File: config.mk
export PLATFORM = sky130hd
export DESIGN_NAME = fetch_sequencer_flat
export DESIGN_NICKNAME = d
export VERILOG_FILES = /design/src/rtl/fetch_sequencer_if.sv /design/src/rtl/fetch_sequencer.sv /design/src/flat_wrapper.sv
export SDC_FILE = /design/constraint.sdc
export NUM_CORES = 1
export LEC_CHECK = 0
export BUFFER_PORTS_ARGS = -buffer_cell sky130_fd_sc_hd__buf_2
export CAP_MARGIN = 20
export CELL_PAD_IN_SITES_DETAIL_PLACEMENT = 0
export CELL_PAD_IN_SITES_GLOBAL_PLACEMENT = 1
export CORE_ASPECT_RATIO = 0.8
export CORE_MARGIN = 5
export CORE_UTILIZATION = 40
export CTS_CLUSTER_SIZE = 40
export DETAILED_ROUTE_END_ITERATION = 12
export PLACE_DENSITY = 0.95
export SLEW_MARGIN = 25
export SYNTH_ARGS = -nofsm -noshare
export SYNTH_HDL_FRONTEND = slang
export SYNTH_SLANG_ARGS = --single-unit
File: constraint.sdc
create_clock -name clock -period 7.93 [get_ports clock]
set_input_delay 0.793 -clock clock [delete_from_list [all_inputs] [get_ports clock]]
set_output_delay 0.793 -clock clock [all_outputs]
set_load 0.02 [all_outputs]
File: src/rtl/fetch_sequencer_if.sv
// Instruction-memory handshake bundle between the fetch sequencer and imem.
//   imem_req  : read request, held with imem_addr until imem_ack
//   imem_addr : 64-bit byte address of the instruction word
//   imem_ack  : memory accepted the request; imem_data valid this cycle
//   imem_data : 32-bit fetched instruction word
interface fetch_sequencer_if;
  localparam int unsigned ADDR_W = 64;
  localparam int unsigned DATA_W = 32;

  logic              imem_req;
  logic [ADDR_W-1:0] imem_addr;
  logic              imem_ack;
  logic [DATA_W-1:0] imem_data;

  modport master (output imem_req, output imem_addr, input imem_ack, input imem_data);
  modport slave  (input imem_req, input imem_addr, output imem_ack, output imem_data);
endinterface

File: src/rtl/fetch_sequencer.sv
// Fetch/execute sequencer: fetches one instruction word, then steps through
// decoder-supplied micro-steps until the final step retires it and updates pc.
//   clock, reset  : system clock, asynchronous active-low reset
//   imem          : instruction-memory handshake (master side)
//   instruction   : instruction register presented to the decoders
//   state         : current micro-step presented to the decoders
//   instr_valid   : instruction/state are valid for execution
//   nextState     : next micro-step (0 = final step)
//   Psel, K, pc_in: pc update select, branch word offset, register pc source
//   stall         : freezes execution in EXEC
//   pc            : program counter
//   retire        : combinational pulse in the cycle an instruction completes
module fetch_sequencer #(
  parameter logic [63:0] RESET_PC = 64'd0
) (
  input  logic                 clock,
  input  logic                 reset,
  fetch_sequencer_if.master    imem,
  output logic [31:0]          instruction,
  output logic [1:0]           state,
  output logic                 instr_valid,
  input  logic [1:0]           nextState,
  input  logic [1:0]           Psel,
  input  logic [63:0]          K,
  input  logic [63:0]          pc_in,
  input  logic                 stall,
  output logic [63:0]          pc,
  output logic                 retire
);
  localparam int unsigned XLEN = 64;
  localparam int unsigned ILEN = 32;
  localparam int unsigned SW   = 2;

  typedef enum logic {FETCH, EXEC} fsm_t;

  fsm_t            fsm_q, fsm_d;
  logic [XLEN-1:0] pc_q, pc_d;
  logic [ILEN-1:0] instr_q, instr_d;
  logic [SW-1:0]   step_q, step_d;
  logic            req_q, req_d;
  logic            valid_q, valid_d;

  // State and datapath registers
  always_ff @(posedge clock or negedge reset) begin
    if (!reset) begin
      fsm_q   <= FETCH;
      pc_q    <= RESET_PC;
      instr_q <= '0;
      step_q  <= '0;
      req_q   <= 1'b0;
      valid_q <= 1'b0;
    end else begin
      fsm_q   <= fsm_d;
      pc_q    <= pc_d;
      instr_q <= instr_d;
      step_q  <= step_d;
      req_q   <= req_d;
      valid_q <= valid_d;
    end
  end

  // Next-state, next-register and retire logic
  always_comb begin
    fsm_d   = fsm_q;
    pc_d    = pc_q;
    instr_d = instr_q;
    step_d  = step_q;
    req_d   = req_q;
    valid_d = valid_q;
    retire  = 1'b0;
    case (fsm_q)
      FETCH: begin
        // req_q is low only in the first cycle after reset release, so an
        // ack arriving before the request is raised is ignored.
        req_d   = 1'b1;
        valid_d = 1'b0;
        if (req_q && imem.imem_ack) begin
          instr_d = imem.imem_data;
          step_d  = '0;
          fsm_d   = EXEC;
          req_d   = 1'b0;
          valid_d = 1'b1;
        end
      end
      EXEC: begin
        if (!stall) begin
          if (nextState != SW'(0)) begin
            step_d = nextState;
          end else begin
            retire  = 1'b1;
            step_d  = '0;
            fsm_d   = FETCH;
            req_d   = 1'b1;
            valid_d = 1'b0;
            case (Psel)
              2'b00:   pc_d = pc_q;
              2'b01:   pc_d = pc_q + XLEN'(4);
              2'b10:   pc_d = pc_in;
              default: pc_d = pc_q + {K[XLEN-3:0], 2'b00};
            endcase
          end
        end
      end
    endcase
  end

  assign imem.imem_req  = req_q;
  assign imem.imem_addr = pc_q;
  assign instruction    = instr_q;
  assign state          = step_q;
  assign instr_valid    = valid_q;
  assign pc             = pc_q;
endmodule

File: src/flat_wrapper.sv
// flat-port wrapper written by rule: the top's interface ports become plain ports
module fetch_sequencer_flat 
#(
  parameter logic [63:0] RESET_PC = 64'd0
)
  (clock, reset, instruction, state, instr_valid, nextState, Psel, K, pc_in, stall, pc, retire, imem_imem_req, imem_imem_addr, imem_imem_ack, imem_imem_data);
  fetch_sequencer_if imem_i ();
  input  logic clock;
  input  logic reset;
  output logic [31:0] instruction;
  output logic [1:0] state;
  output logic instr_valid;
  input  logic [1:0] nextState;
  input  logic [1:0] Psel;
  input  logic [63:0] K;
  input  logic [63:0] pc_in;
  input  logic stall;
  output logic [63:0] pc;
  output logic retire;
  output wire logic [$bits(imem_i.imem_req)-1:0] imem_imem_req;
  output wire logic [$bits(imem_i.imem_addr)-1:0] imem_imem_addr;
  input wire logic [$bits(imem_i.imem_ack)-1:0] imem_imem_ack;
  input wire logic [$bits(imem_i.imem_data)-1:0] imem_imem_data;
  assign imem_imem_req = imem_i.imem_req;
  assign imem_imem_addr = imem_i.imem_addr;
  assign imem_i.imem_ack = imem_imem_ack;
  assign imem_i.imem_data = imem_imem_data;
  fetch_sequencer #(.RESET_PC(RESET_PC)) u_core (.clock(clock), .reset(reset), .imem(imem_i), .instruction(instruction), .state(state), .instr_valid(instr_valid), .nextState(nextState), .Psel(Psel), .K(K), .pc_in(pc_in), .stall(stall), .pc(pc), .retire(retire));
endmodule
Word-level counts from Yosys, hierarchy flattened
Cells that the tools add are included.
{"block": "word_totals", "input_bits": 168, "wordCells": 43, "output_inout_bits": 165, "reg_bits": 101}
{"block": "classes", "n_reduce_logical": 7, "bitwise_logic": 4, "eq_ne": 5, "muxes": 19, "n_addsub": 2}
{"op": "$pmux 64 s3", "n": 1}
{"op": "$add 64x3->64 const B", "n": 1}
{"op": "$add 64x64->64", "n": 1}
{"op": "$mux 1", "n": 11}
{"op": "$mux 2", "n": 3}
{"op": "$pmux 1 s2", "n": 3}
{"op": "$reduce_and 2->1", "n": 3}
{"op": "$ne 2x2->1 const B", "n": 2}
{"op": "$not 1->1", "n": 4}
{"op": "$pmux 2 s2", "n": 1}
{"op": "$reduce_and 4->1", "n": 1}
{"op": "$eq 2x1->1 const B", "n": 1}
{"op": "$eq 2x2->1 const B", "n": 1}
{"op": "$logic_not 2->1", "n": 1}
{"op": "$ne 2x1->1 const B", "n": 1}
{"op": "$reduce_bool 2->1", "n": 1}
{"op": "$logic_and 1x1->1", "n": 1}

Depth between registers and ports, before layout
{"block": "depth", "ltp_word": 4, "ltp_mapped": 14, "mapped_depth_nobuf": 13}

Least setup slack after synthesis
OpenSTA, ideal clock, no wires.
{"block": "synth_timing", "path_type": "input to register", "from": "input Psel[1]", "to": "register u_core.pc_q[40] (netlist: u_core.imem.imem_addr[40])", "arrival_ns": 3.520, "slack_ns": 4.333, "setup_time_ns": 0.077, "t_required_ns": 7.853, "n_path_buf": 1, "cell_stages": 13, "cell_sequence": "nand2b_1 clkbuf_1 and2_1 fa_1 a21o_1 a221oi_1 a21o_2 a21oi_1 a31o_2 a21oi_1 o2111a_1 a21oi_1 a21oi_1"}
{"block": "synth_via", "elab_chain_len": 3, "word_cells_on_any_way": 6, "cone_classes": "eq/ne (2); mux (1); bitwise (1); reduce/logical (2)"}
{"element": "start, declared", "line": "flat_wrapper.sv:14", "rtl": "input logic [1:0] Psel;"}
{"element": "branches (longest 3 deep; another with $pmux 64 s3)"}
{"element": "end signal, assigned", "line": "fetch_sequencer.sv:54", "rtl": "pc_q <= pc_d;"}
{"element": "end, declared", "line": "fetch_sequencer.sv:37", "rtl": "logic [XLEN-1:0] pc_q, pc_d;"}
Several ways; the timed one is not identified.
A chain may end at the register's enable or synchronous reset.

Worst setup path in the final report
{"block": "layout_timing", "from": "input Psel[1]", "to": "register u_core.pc_q[62] (netlist: u_core.imem.imem_addr[62])"}
Same word-level chain as after synthesis.

==> impl_metrics.ini <==
[setup_path]
criticalPathCategory = input port to register
crit_path_top_delay_cell = buf_4
worstSetupEndpointType = register
worstPathArrival_ns = 5.02
ff2ff_path_depth = 11
crit_buf_inv = 2
ff2ff_setup_slack_ns = 4.47
cp_slowest_stage_delay_ns = 0.46
rr_startpoint = u_core.imem.imem_addr[2]
path_cells = buf_2, nand2b_2, buf_4, nand2b_1, ha_1, fa_1, a21o_1, a221oi_1, a21o_2, o21a_1, a41o_1, a31o_4, o21bai_1, xnor2_1, o221ai_1
cp.required_ns = 8.14
cp_top_family = compound AO/OA/AOI/OAI gates
startpoint_type = input port
cp_max_fo = 43
r2r_end = u_core.imem.imem_addr[62]

[global_route]
antenna_found_initial = 4
busiest_layer = met2
grtUsageMet3 = 0.0528
track_usage = 0.238
use_met1 = 0.324
use_met2 = 0.387
grt_pass1_vias = 8949
grt_first_pass_wirelength_mm = 49.7
grt_max_degree = 58
grt.overflow.total = 0

[drt]
drc_errors = 0
antenna_left = 0
vias_per_cell = 5.58
drtPass1Iterations = 6
vias = 9140
first_iter_violations = 687
wl_per_cell_um = 19.6
drt-total-wl_mm = 32.1

[power]
power_density_nw_per_um2 = 411
max-vdd-ir-drop_uv = 208
leakagePower_nw = 5.37

[cts]
clock-sinks = 101
cts_root_buffer = clkbuf_16
cts_resized = 0
cts_inserted_buffers = 9
insertion_delay_ns = 0.36
clk_path_buf_depth = 2
clkSlewWorstSetupHoldPaths_ns = 0.08
postCtsSetupRepairBufs = 0
cts_tree = done
cts_htree_levels = 3
cts_hold_buf = 0

[die]
die_x_um = 179
row_count = 49
dieArea_sq_um = 25900
start_util = 0.407
die_h_um = 145
pin_count = 333
core_sq_um = 22400

[status]
status = finished, final reports clean

[timing]
timing.final.crit_share = 0.606
period_needed_ns = 4.81
finalClockSkew_ns = 0.00986
rsz0062_at_grt = false
fin_setup_tns_ns = 0
finalSetupViolations = 0
final_max_slew_viol_count = 0
worst_pin_slew_ns = 0.960
max_clock_freq_mhz = 208
relSlewSlack = 0.359
finalHoldViolCount = 0

[synth]
synthCells = 1108
synth_seq_cells = 101
ys_types = 69
synth_area_sq_um = 9120
yosys_warnings = 0
synth_top_area_share = 0.277
syn_nets = 1338
seq_area_frac_synth = 0.277
synth_edf_count = 0
synthArstFlopShare = 1.00
synth_common_cells = a21oi_1, nand2_1, dfrtp_1, buf_4, nor2_1
synthTopCellsByArea = dfrtp_1, ha_1, a21oi_1
yosys.area.top_type = dfrtp_1
synth_ff_type = dfrtp_1
synth_area_per_cell_sq_um = 8.23
yosysMostFrequentCell = a21oi_1

[finish]
seq_area_sq_um = 2530
area_growth_pct = 17.2
drive_gt1_frac = 0.310
fillers = 2279
multi_input_area_sq_um = 5720
nNetsFinal = 1557
layout.cells.non_filler = 1639

[placed_design]
gp_congestion = 0.912
place_inst = 1622
port_buffers = 330
hpwl_mm = 25.0

[worst_hold_path]
min_path_type = input port to async pin

[flow_run]
max_cap_violations = 0
power breakdown:
part           total [W]  internal, W  switching, W
Combinational    0.00292      0.00111       0.00182
Sequential       0.00100     0.000762      0.000242
Clock           0.000463     0.000223      0.000240
Total            0.00439      0.00209       0.00230
routing by layer:
layer  vias up  share of wire
met5         -        0.00087
met4         6          0.016
met3        45          0.084
met2       399           0.47
met1      4329           0.43
li1       4361              -
worst max path at each step:
stage          startpoint                         to  cells after the start
3_5_place_dp      Psel[1]  u_core.imem.imem_addr[62]                     15
3_3_place_gp      Psel[1]  u_core.imem.imem_addr[62]                     15
5_1_grt           Psel[1]  u_core.imem.imem_addr[40]                     15
4_1_cts           Psel[1]  u_core.imem.imem_addr[62]                     15
2_1_floorplan     Psel[1]  u_core.imem.imem_addr[40]                     13
6_report          Psel[1]  u_core.imem.imem_addr[62]                     15
metrics by stage:
step | utilization | total power, W | hold WS [ns] | setup slack [ns] | cell area [sq um]
finish | 0.477 | 0.00439 | 0.482 | 3.12 | 10700
global route | 0.477 | 0.00471 | 0.514 | 2.89 | 10700
detailed placement | 0.464 | 0.00391 | 0.490 | 2.79 | 10400
floorplan | - | 0.00327 | 0.497 | 4.33 | 9120
global placement | 0.464 | 0.00387 | 0.482 | 2.91 | 10400
CTS | 0.477 | 0.00440 | 0.509 | 3.13 | 10700
registers in the layout, summed over array words and instances (netlist names):
name and cells:
u_core.instruction 32, u_core.fsm_q 1, u_core.state 2, u_core.imem.imem_addr 64, u_core.instr_valid 1, u_core.imem.imem_req 1
area by class of cell:
class                      instances  share of cell area
multi-input combinational        862               0.535
sequential                       101               0.236
timing repair buffer             339               0.161
tap                              306              0.0358
clock buffer                       9              0.0211
clock inverter                     7             0.00597
inverter                          14             0.00491
antenna                            1            0.000234
kinds of logic (layout without fill, tap and decap cells):
kind of cell / count (synthesis) / after routing / synth area share
other: 0 / 1 / 0
multiplexers: 42 / 42 / 0.0507
flip-flops: 101 / 101 / 0.277
buffers and inverters: 145 / 369 / 0.0993
AND/OR/NAND/NOR: 372 / 372 / 0.205
adder cells (fa/ha/maj): 62 / 62 / 0.0858
XOR/XNOR: 48 / 48 / 0.0461
AO/OA/AOI/OAI: 338 / 338 / 0.236
placed cells by master (no fill, tap or decap), drive strengths merged, types with 11 or more instances in the layout:
cell and n:
buf 339, a21oi 129, nand2 112, dfrtp 101
nor2 64, and2 63, o21ai 62, ha 61
a21o 43, xnor2 36, mux2 34, and3 28
nand4 24, nand3 23, nor3 20, a31oi 19
inv 19, xor2 12, o21a 11
Note: power is estimated with default switching activity, not from simulation.
